[src/rtl/oc8051_port_wr_arb.sv]
// -----------------------------------------------------------------------------
// oc8051_port_wr_arb
// Write arbiter in front of the port SFR block (P0-P3). The CPU write path has
// priority; a secondary master (debug / bit-bang unit) requests through a
// level req / pulsed ack handshake. A secondary request that has been pending
// for MAX_WAIT-1 cycles stalls the CPU for one cycle so it can get through.
// All port-block inputs come from one registered stage (1-cycle latency).
//
// Ports
//   clk, rst_n                      clock, asynchronous active-low reset
//   cpu_wr/_wr_bit/_addr/_data/_bit CPU write request fields
//   cpu_rmw                         CPU read-modify-write in progress
//   cpu_stall                       CPU must hold its write this cycle (comb)
//   ext_req/_wr_bit/_addr/_data/_bit secondary request (level) and fields
//   ext_ack, ext_err                completion pulse, error flag with it
//   wr, wr_bit, wr_addr, data_in,
//   bit_in, rmw                     registered outputs to the port block
// -----------------------------------------------------------------------------
module oc8051_port_wr_arb #(
    parameter int MAX_WAIT = 8,
    parameter int CNT_W    = 4
) (
    input  logic       clk,
    input  logic       rst_n,
    input  logic       cpu_wr,
    input  logic       cpu_wr_bit,
    input  logic [7:0] cpu_addr,
    input  logic [7:0] cpu_data,
    input  logic       cpu_bit,
    input  logic       cpu_rmw,
    output logic       cpu_stall,
    input  logic       ext_req,
    input  logic       ext_wr_bit,
    input  logic [7:0] ext_addr,
    input  logic [7:0] ext_data,
    input  logic       ext_bit,
    output logic       ext_ack,
    output logic       ext_err,
    output logic       wr,
    output logic       wr_bit,
    output logic [7:0] wr_addr,
    output logic [7:0] data_in,
    output logic       bit_in,
    output logic       rmw
);

    typedef enum logic [1:0] {
        ST_IDLE = 2'd0,
        ST_PEND = 2'd1,
        ST_ACK  = 2'd2
    } state_e;

    localparam logic [CNT_W-1:0] WAIT_LAST = CNT_W'(MAX_WAIT - 1);
    localparam logic [CNT_W-1:0] WAIT_ONE  = CNT_W'(1);
    localparam logic [CNT_W-1:0] WAIT_ZERO = CNT_W'(0);

    // Only the four port SFRs and their bit addresses are accepted.
    function automatic logic port_addr_ok(input logic is_bit, input logic [7:0] addr);
        logic ok;
        ok = 1'b0;
        if (is_bit) begin
            case (addr[7:3])
                5'h10, 5'h12, 5'h14, 5'h16: ok = 1'b1;
                default:                    ok = 1'b0;
            endcase
        end else begin
            case (addr)
                8'h80, 8'h90, 8'hA0, 8'hB0: ok = 1'b1;
                default:                    ok = 1'b0;
            endcase
        end
        return ok;
    endfunction

    state_e           state_q, state_d;
    logic [CNT_W-1:0] wait_q, wait_d;
    logic             err_q, err_d;
    logic             h_wr_bit_q, h_wr_bit_d;
    logic [7:0]       h_addr_q, h_addr_d;
    logic [7:0]       h_data_q, h_data_d;
    logic             h_bit_q, h_bit_d;

    logic             wr_q, wr_d;
    logic             wr_bit_q, wr_bit_d;
    logic [7:0]       wr_addr_q, wr_addr_d;
    logic [7:0]       data_in_q, data_in_d;
    logic             bit_in_q, bit_in_d;
    logic             rmw_q;

    logic             issue_s;

    // cpu_rmw locks the port even after the wait budget has run out.
    assign issue_s   = (state_q == ST_PEND) && !cpu_rmw &&
                       (!cpu_wr || (wait_q == WAIT_LAST));
    assign cpu_stall = issue_s && cpu_wr;
    assign ext_ack   = (state_q == ST_ACK);
    assign ext_err   = (state_q == ST_ACK) && err_q;

    assign wr      = wr_q;
    assign wr_bit  = wr_bit_q;
    assign wr_addr = wr_addr_q;
    assign data_in = data_in_q;
    assign bit_in  = bit_in_q;
    assign rmw     = rmw_q;

    // Request FSM: capture, wait for a free slot, acknowledge.
    always_comb begin
        state_d    = state_q;
        wait_d     = wait_q;
        err_d      = err_q;
        h_wr_bit_d = h_wr_bit_q;
        h_addr_d   = h_addr_q;
        h_data_d   = h_data_q;
        h_bit_d    = h_bit_q;
        case (state_q)
            ST_IDLE: begin
                if (ext_req) begin
                    h_wr_bit_d = ext_wr_bit;
                    h_addr_d   = ext_addr;
                    h_data_d   = ext_data;
                    h_bit_d    = ext_bit;
                    if (port_addr_ok(ext_wr_bit, ext_addr)) begin
                        state_d = ST_PEND;
                    end else begin
                        state_d = ST_ACK;
                        err_d   = 1'b1;
                    end
                end else begin
                    state_d = ST_IDLE;
                end
            end
            ST_PEND: begin
                if (issue_s) begin
                    state_d = ST_ACK;
                end else if (wait_q != WAIT_LAST) begin
                    wait_d = wait_q + WAIT_ONE;
                end else begin
                    wait_d = wait_q;
                end
            end
            ST_ACK: begin
                state_d = ST_IDLE;
                wait_d  = WAIT_ZERO;
                err_d   = 1'b0;
            end
            default: begin
                state_d = ST_IDLE;
                wait_d  = WAIT_ZERO;
                err_d   = 1'b0;
            end
        endcase
    end

    // Output stage source select: ext on issue, else CPU, else hold fields.
    always_comb begin
        wr_d      = 1'b0;
        wr_bit_d  = wr_bit_q;
        wr_addr_d = wr_addr_q;
        data_in_d = data_in_q;
        bit_in_d  = bit_in_q;
        if (issue_s) begin
            wr_d      = 1'b1;
            wr_bit_d  = h_wr_bit_q;
            wr_addr_d = h_addr_q;
            data_in_d = h_data_q;
            bit_in_d  = h_bit_q;
        end else if (cpu_wr) begin
            wr_d      = 1'b1;
            wr_bit_d  = cpu_wr_bit;
            wr_addr_d = cpu_addr;
            data_in_d = cpu_data;
            bit_in_d  = cpu_bit;
        end else begin
            wr_d      = 1'b0;
        end
    end

    // State, wait counter and ext holding registers.
    always_ff @(posedge clk or negedge rst_n) begin
        if (!rst_n) begin
            state_q    <= ST_IDLE;
            wait_q     <= WAIT_ZERO;
            err_q      <= 1'b0;
            h_wr_bit_q <= 1'b0;
            h_addr_q   <= 8'h00;
            h_data_q   <= 8'h00;
            h_bit_q    <= 1'b0;
        end else begin
            state_q    <= state_d;
            wait_q     <= wait_d;
            err_q      <= err_d;
            h_wr_bit_q <= h_wr_bit_d;
            h_addr_q   <= h_addr_d;
            h_data_q   <= h_data_d;
            h_bit_q    <= h_bit_d;
        end
    end

    // Registered port-block interface.
    always_ff @(posedge clk or negedge rst_n) begin
        if (!rst_n) begin
            wr_q      <= 1'b0;
            wr_bit_q  <= 1'b0;
            wr_addr_q <= 8'h00;
            data_in_q <= 8'h00;
            bit_in_q  <= 1'b0;
            rmw_q     <= 1'b0;
        end else begin
            wr_q      <= wr_d;
            wr_bit_q  <= wr_bit_d;
            wr_addr_q <= wr_addr_d;
            data_in_q <= data_in_d;
            bit_in_q  <= bit_in_d;
            rmw_q     <= cpu_rmw;
        end
    end

endmodule
[config.mk]
export PLATFORM = sky130hd
export DESIGN_NAME = oc8051_port_wr_arb
export DESIGN_NICKNAME = d
export VERILOG_FILES = /design/src/rtl/oc8051_port_wr_arb.sv
export SDC_FILE = /design/constraint.sdc
export NUM_CORES = 1
export LEC_CHECK = 0
export CORE_MARGIN = 4
export CORE_UTILIZATION = 37
export CTS_BUF_LIST = sky130_fd_sc_hd__clkbuf_16
export DETAILED_ROUTE_END_ITERATION = 12
export GPL_TIMING_DRIVEN = 0
export HOLD_SLACK_MARGIN = 0.02
export MAX_ROUTING_LAYER = met4
export PLACE_DENSITY_LB_ADDON = 0.12
export SYNTH_ARGS = -nofsm -noshare
export SYNTH_HDL_FRONTEND = slang
export SYNTH_SLANG_ARGS = --single-unit
[constraint.sdc]
create_clock -name clk -period 2.5 [get_ports clk]
set_clock_uncertainty 0.1 [all_clocks]
set_input_delay 0.625 -clock clk [delete_from_list [all_inputs] [get_ports clk]]
set_output_delay 0.625 -clock clk [all_outputs]
set_load 0.02 [all_outputs]
### Word level (Yosys, flattened, before mapping)

Cells that the tools add are included.

| word-level totals | value |
|---|---|
| logic and storage cells | 72 |
| flip-flop bits (word level) | 45 |
| output and inout bits | 23 |
| input bits | 41 |

| operators by class | value |
|---|---|
| bitwise logic cells | 2 |
| equality and inequality tests | 17 |
| $add $sub $neg | 1 |
| mux-type cells | 25 |
| reductions and logical operators | 14 |

Operators by type and width:

| cell | count |
|---|---|
| $eq A8 B8 Y1 const B | 4 |
| $mux W8 | 4 |
| $eq A5 B5 Y1 const B | 4 |
| $mux W1 | 13 |
| $mux W4 | 2 |
| $ne A2 B2 Y1 const B | 4 |
| $pmux W4 S2 | 1 |
| $reduce_or A4 Y1 | 2 |
| $mux W2 | 3 |
| $reduce_and A3 Y1 | 2 |
| $add A4 B1 Y4 const B | 1 |
| $eq A4 B3 Y1 const B | 1 |
| $logic_and A1 B1 Y1 | 4 |
| $ne A4 B3 Y1 const B | 1 |
| $pmux W2 S2 | 1 |
| $eq A2 B1 Y1 const B | 1 |
| $eq A2 B2 Y1 const B | 1 |
| $logic_not A1 Y1 | 2 |
| $logic_not A2 Y1 | 1 |
| $ne A2 B1 Y1 const B | 1 |
| $not A1 Y1 | 2 |
| $pmux W1 S2 | 1 |
| $reduce_and A2 Y1 | 1 |
| $reduce_bool A2 Y1 | 1 |
| $logic_or A1 B1 Y1 | 1 |

### Depth between registers and ports, before layout

| depth | value |
|---|---|
| word-level depth | 9 |
| gate-level depth with buffers | 6 |
| mapped depth without buffers | 4 |

### Worst setup path before layout

Ideal clock, no wire load.

| timing | value |
|---|---|
| path kind | input port to output port |
| start | input port cpu_rmw |
| end | output port cpu_stall |
| path slack | 344 ps |
| required time | 1775 ps |
| arrival | 1431 ps |
| buffers on the path | 0 |
| stages | 2 |
| cells stage by stage | nor3b_1 -> and3_1 |

| between the ends | value |
|---|---|
| longest elaborated chain between the ends | 4 |

RTL lines:

| what | RTL line | RTL |
|---|---|---|
| from (decl) | 30 | `input logic cpu_rmw,` |
| $logic_not A1 Y1 | 93 | `assign issue_s = (state_q == ST_PEND) && !cpu_rmw &&` |
| $logic_and A1 B1 Y1 (2 in series) | 93 |  |
| $logic_and A1 B1 Y1 | 95 | `assign cpu_stall = issue_s && cpu_wr;` |
| to (decl) | 31 | `output logic cpu_stall,` |

No other way between the ends.

### Final worst setup path

| timing | value |
|---|---|
| start | register wait_q[0] |
| end | output port cpu_stall |

| between the ends | value |
|---|---|
| longest elaborated chain between the ends | 4 |

RTL lines:

| what | RTL line | RTL |
|---|---|---|
| from (decl) | 76 | `logic [CNT_W-1:0] wait_q, wait_d;` |
| from (signal assigned) | 190 | `wait_q <= wait_d;` |
| $eq A4 B3 Y1 | 94 | `(!cpu_wr \|\| (wait_q == WAIT_LAST));` |
| $logic_or A1 B1 Y1 | 94 |  |
| $logic_and A1 B1 Y1 | 93 |  |
| $logic_and A1 B1 Y1 | 95 |  |

No other way between the ends.

==> impl_metrics.py <==
metrics = {
    "timing": {
        "max_freq_mhz": 416,
        "report.final.slew_viol_count": 0,
        "setup_viol": 0,
        "post-route-min-period_ns": 2.40,
        "tns_ns": 0,
        "hold_viol": 0,
        "period_share": 0.961,
        "grt_setup_unrepaired": "false",
        "relSlewSlack": 0.553,
        "worst_slew_pin_slew_ns": 0.671,
        "setup_slack_ns": 0.0971,
    },
    "critical_path": {
        "r2r_setup_slack_ns": 0.51,
        "arrival_ns": 1.68,
        "cp_max_fo": 11,
        "reg2reg_to": "wr_addr[7]$_DFFE_PN0P_",
        "crit_path_end_kind": "output pin",
        "critical_path_class": "flip-flop to output pin",
        "worstReg2RegStart": "state_q[1]$_DFFE_PN0P_",
        "cp-start-kind": "flip-flop",
        "ff2ff_path_depth": 6,
        "cp.required_ns": 1.77,
    },
    "routing": {
        "num_vias": 1692,
        "ant_nets": 0,
        "drtPass1Iterations": 6,
        "wire_per_inst_um": 17.3,
        "drc": 0,
        "wirelength_um": 5440,
        "drtIter0Drc": 57,
        "vias_per_cell": 5.37,
    },
    "logic_synthesis": {
        "synth_top_flop_cell": "dfrtp_1",
        "ys_types": 35,
        "synth-seq-cells": 45,
        "synth_nets": 214,
        "synthCells": 172,
        "synthesis.area_mm2": 0.00221,
        "synth-edff-count": 0,
        "syn_area_per_cell_um2": 12.9,
        "synth_seq_area_share": 0.509,
        "synth.yosys.warnings": 0,
        "ys_async_sr_fraction": 1.00,
    },
    "layout": {
        "layout-drive-gt1-share": 0.226,
        "antenna_cells": 0,
        "final_cell_mix": "58 x clkdlybuf4s50_1, 45 x dfrtp_1, 21 x mux2_2",
        "multi_input_area_um2": 978,
        "ff_latch_area_mm2": 0.00113,
        "finish.net_count": 284,
        "syn_to_final_growth_pct": 42.3,
        "utilization": 0.558,
        "layout_commonest_cell": "clkdlybuf4s50_1",
        "fill_cells": 502,
    },
    "global_route": {
        "grt_usage": 0.165,
        "antenna_found_initial": 0,
        "grt_start_max_net_pins": 35,
        "overflow": 0,
        "grt_pass1_wl_um": 9230,
        "grt_pass1_vias": 1757,
    },
    "die": {
        "die_h_um": 85.3,
        "dieArea_mm2": 0.00728,
        "core_area_mm2": 0.00564,
        "ios": 64,
        "die_x_um": 85.3,
        "initial_core_util": 0.392,
        "rows": 27,
    },
    "worst_hold_path": {
        "hp-class": "input port to asynchronous set/reset pin",
    },
    "cts": {
        "clock_path_buffers": 2,
        "path_clk_slew_ns": 0.06,
        "numCtsBuffers": 5,
        "clk-insertion-delay-late_ns": 0.28,
        "cts_tree": "yes",
        "cts_hold_buf": 0,
        "cts_max_level": 2,
        "root_buffer": "clkbuf_16",
        "cts.sinks": 45,
    },
    "power_and_ir_drop": {
        "ir_drop_uv": 305,
        "leakage_nw": 1.35,
        "power_mw": 2.26,
        "powerDensity_mw_per_mm2": 719,
    },
    "job": {
        "maxCapViolations": 0,
    },
    "outcome": {
        "outcome": "complete, no violations",
    },
    "placed_design": {
        "hpwl_um": 3950,
        "portBuffers": 62,
        "gp_congestion": 0.768,
        "post-place-ws_ns": -0.986,
    },
}
-- sequential cells by signal, summed over array words and instances (netlist names), 2 cells and up --
register and cells:
data_in 8, h_addr_q 8, h_data_q 8, state_q 2, wait_q 4, wr_addr 8
-- cells by family (layout without fill, tap and decap cells) --
group / after synthesis / in the layout / share of synthesized area
adders and majority gates: 1 / 1 / 0.00565
muxes: 36 / 36 / 0.197
and+or+nand+nor: 35 / 35 / 0.0933
AOI/OAI and AO/OA: 34 / 34 / 0.140
DFF: 45 / 45 / 0.509
buffers and inverters: 21 / 92 / 0.0548
-- synthesized netlist by cell type (all sizes together) (2+ instances only) --
| library cell | count | share of area |
|---|---|---|
| a21oi | 3 | 0.0068 |
| and3 | 2 | 0.0057 |
| buf | 5 | 0.028 |
| clkbuf | 7 | 0.012 |
| dfrtp | 45 | 0.51 |
| inv | 9 | 0.015 |
| mux2 | 31 | 0.17 |
| mux2i | 5 | 0.023 |
| nand3 | 7 | 0.016 |
| nor2 | 3 | 0.0051 |
| nor3 | 2 | 0.0045 |
| o2111ai | 2 | 0.0079 |
| o21ai | 5 | 0.016 |
| o221a | 13 | 0.066 |
| o221ai | 5 | 0.020 |
| or3 | 14 | 0.040 |
-- critical path, stage by stage, from the launching register on --
cell	delay, ns
dfrtp_1	0.40
ha_1	0.23
and3b_2	0.30
and3_1	0.21
clkdlybuf4s15_2	0.25
-- cell type report --
cell class	count	area share
Sequential cell	45	0.358
Multi-Input combinational cell	106	0.311
Timing Repair Buffer	64	0.205
Clock buffer	5	0.0397
Tap cell	72	0.0286
Buffer	11	0.0270
Clock inverter	3	0.0207
Inverter	9	0.0107
-- layer usage --
layer  GRT usage  routed length [um]
met5           -                   0
met4      0.0432                  51
met3      0.0379                 310
met2       0.245                2590
met1       0.226                2490
-- through the flow --
stage	hold slack [ns]	cells	area (um^2)
6_report	0.125	315	3150
5_1_grt	0.145	315	3150
4_1_cts	0.131	315	3150
3_5_place_dp	0.421	307	2940
3_3_place_gp	0.408	306	2920
2_1_floorplan	0.229	172	2210
-- what timing repair did --
action	CTS	global route
resized for setup	7	3
hold endpoints to repair	0	0
pin swaps	1	0
endpoints found under the setup margin	1	2
setup buffers	1	0
-- report_power, final --
group | leakage (nW) | internal (mW) | switching [mW] | total, mW
clock network | 0.0938 | 0.571 | 0.274 | 0.845
logic | 0.719 | 0.284 | 0.198 | 0.482
registers | 0.533 | 0.853 | 0.0832 | 0.936
-- worst max-delay path by stage --
| stage | startpoint | end | cells after the start |
|---|---|---|---|
| after CTS | wait_q[0]$_DFFE_PN0P_ | cpu_stall | 4 |
| after global routing | cpu_wr | cpu_stall | 4 |
| final | wait_q[0]$_DFFE_PN0P_ | cpu_stall | 4 |
| after detailed placement | cpu_rmw | cpu_stall | 4 |
| after floorplan | cpu_rmw | cpu_stall | 2 |
| after global placement | cpu_rmw | cpu_stall | 4 |
No activity file was read; power rests on OpenSTA's default activity.
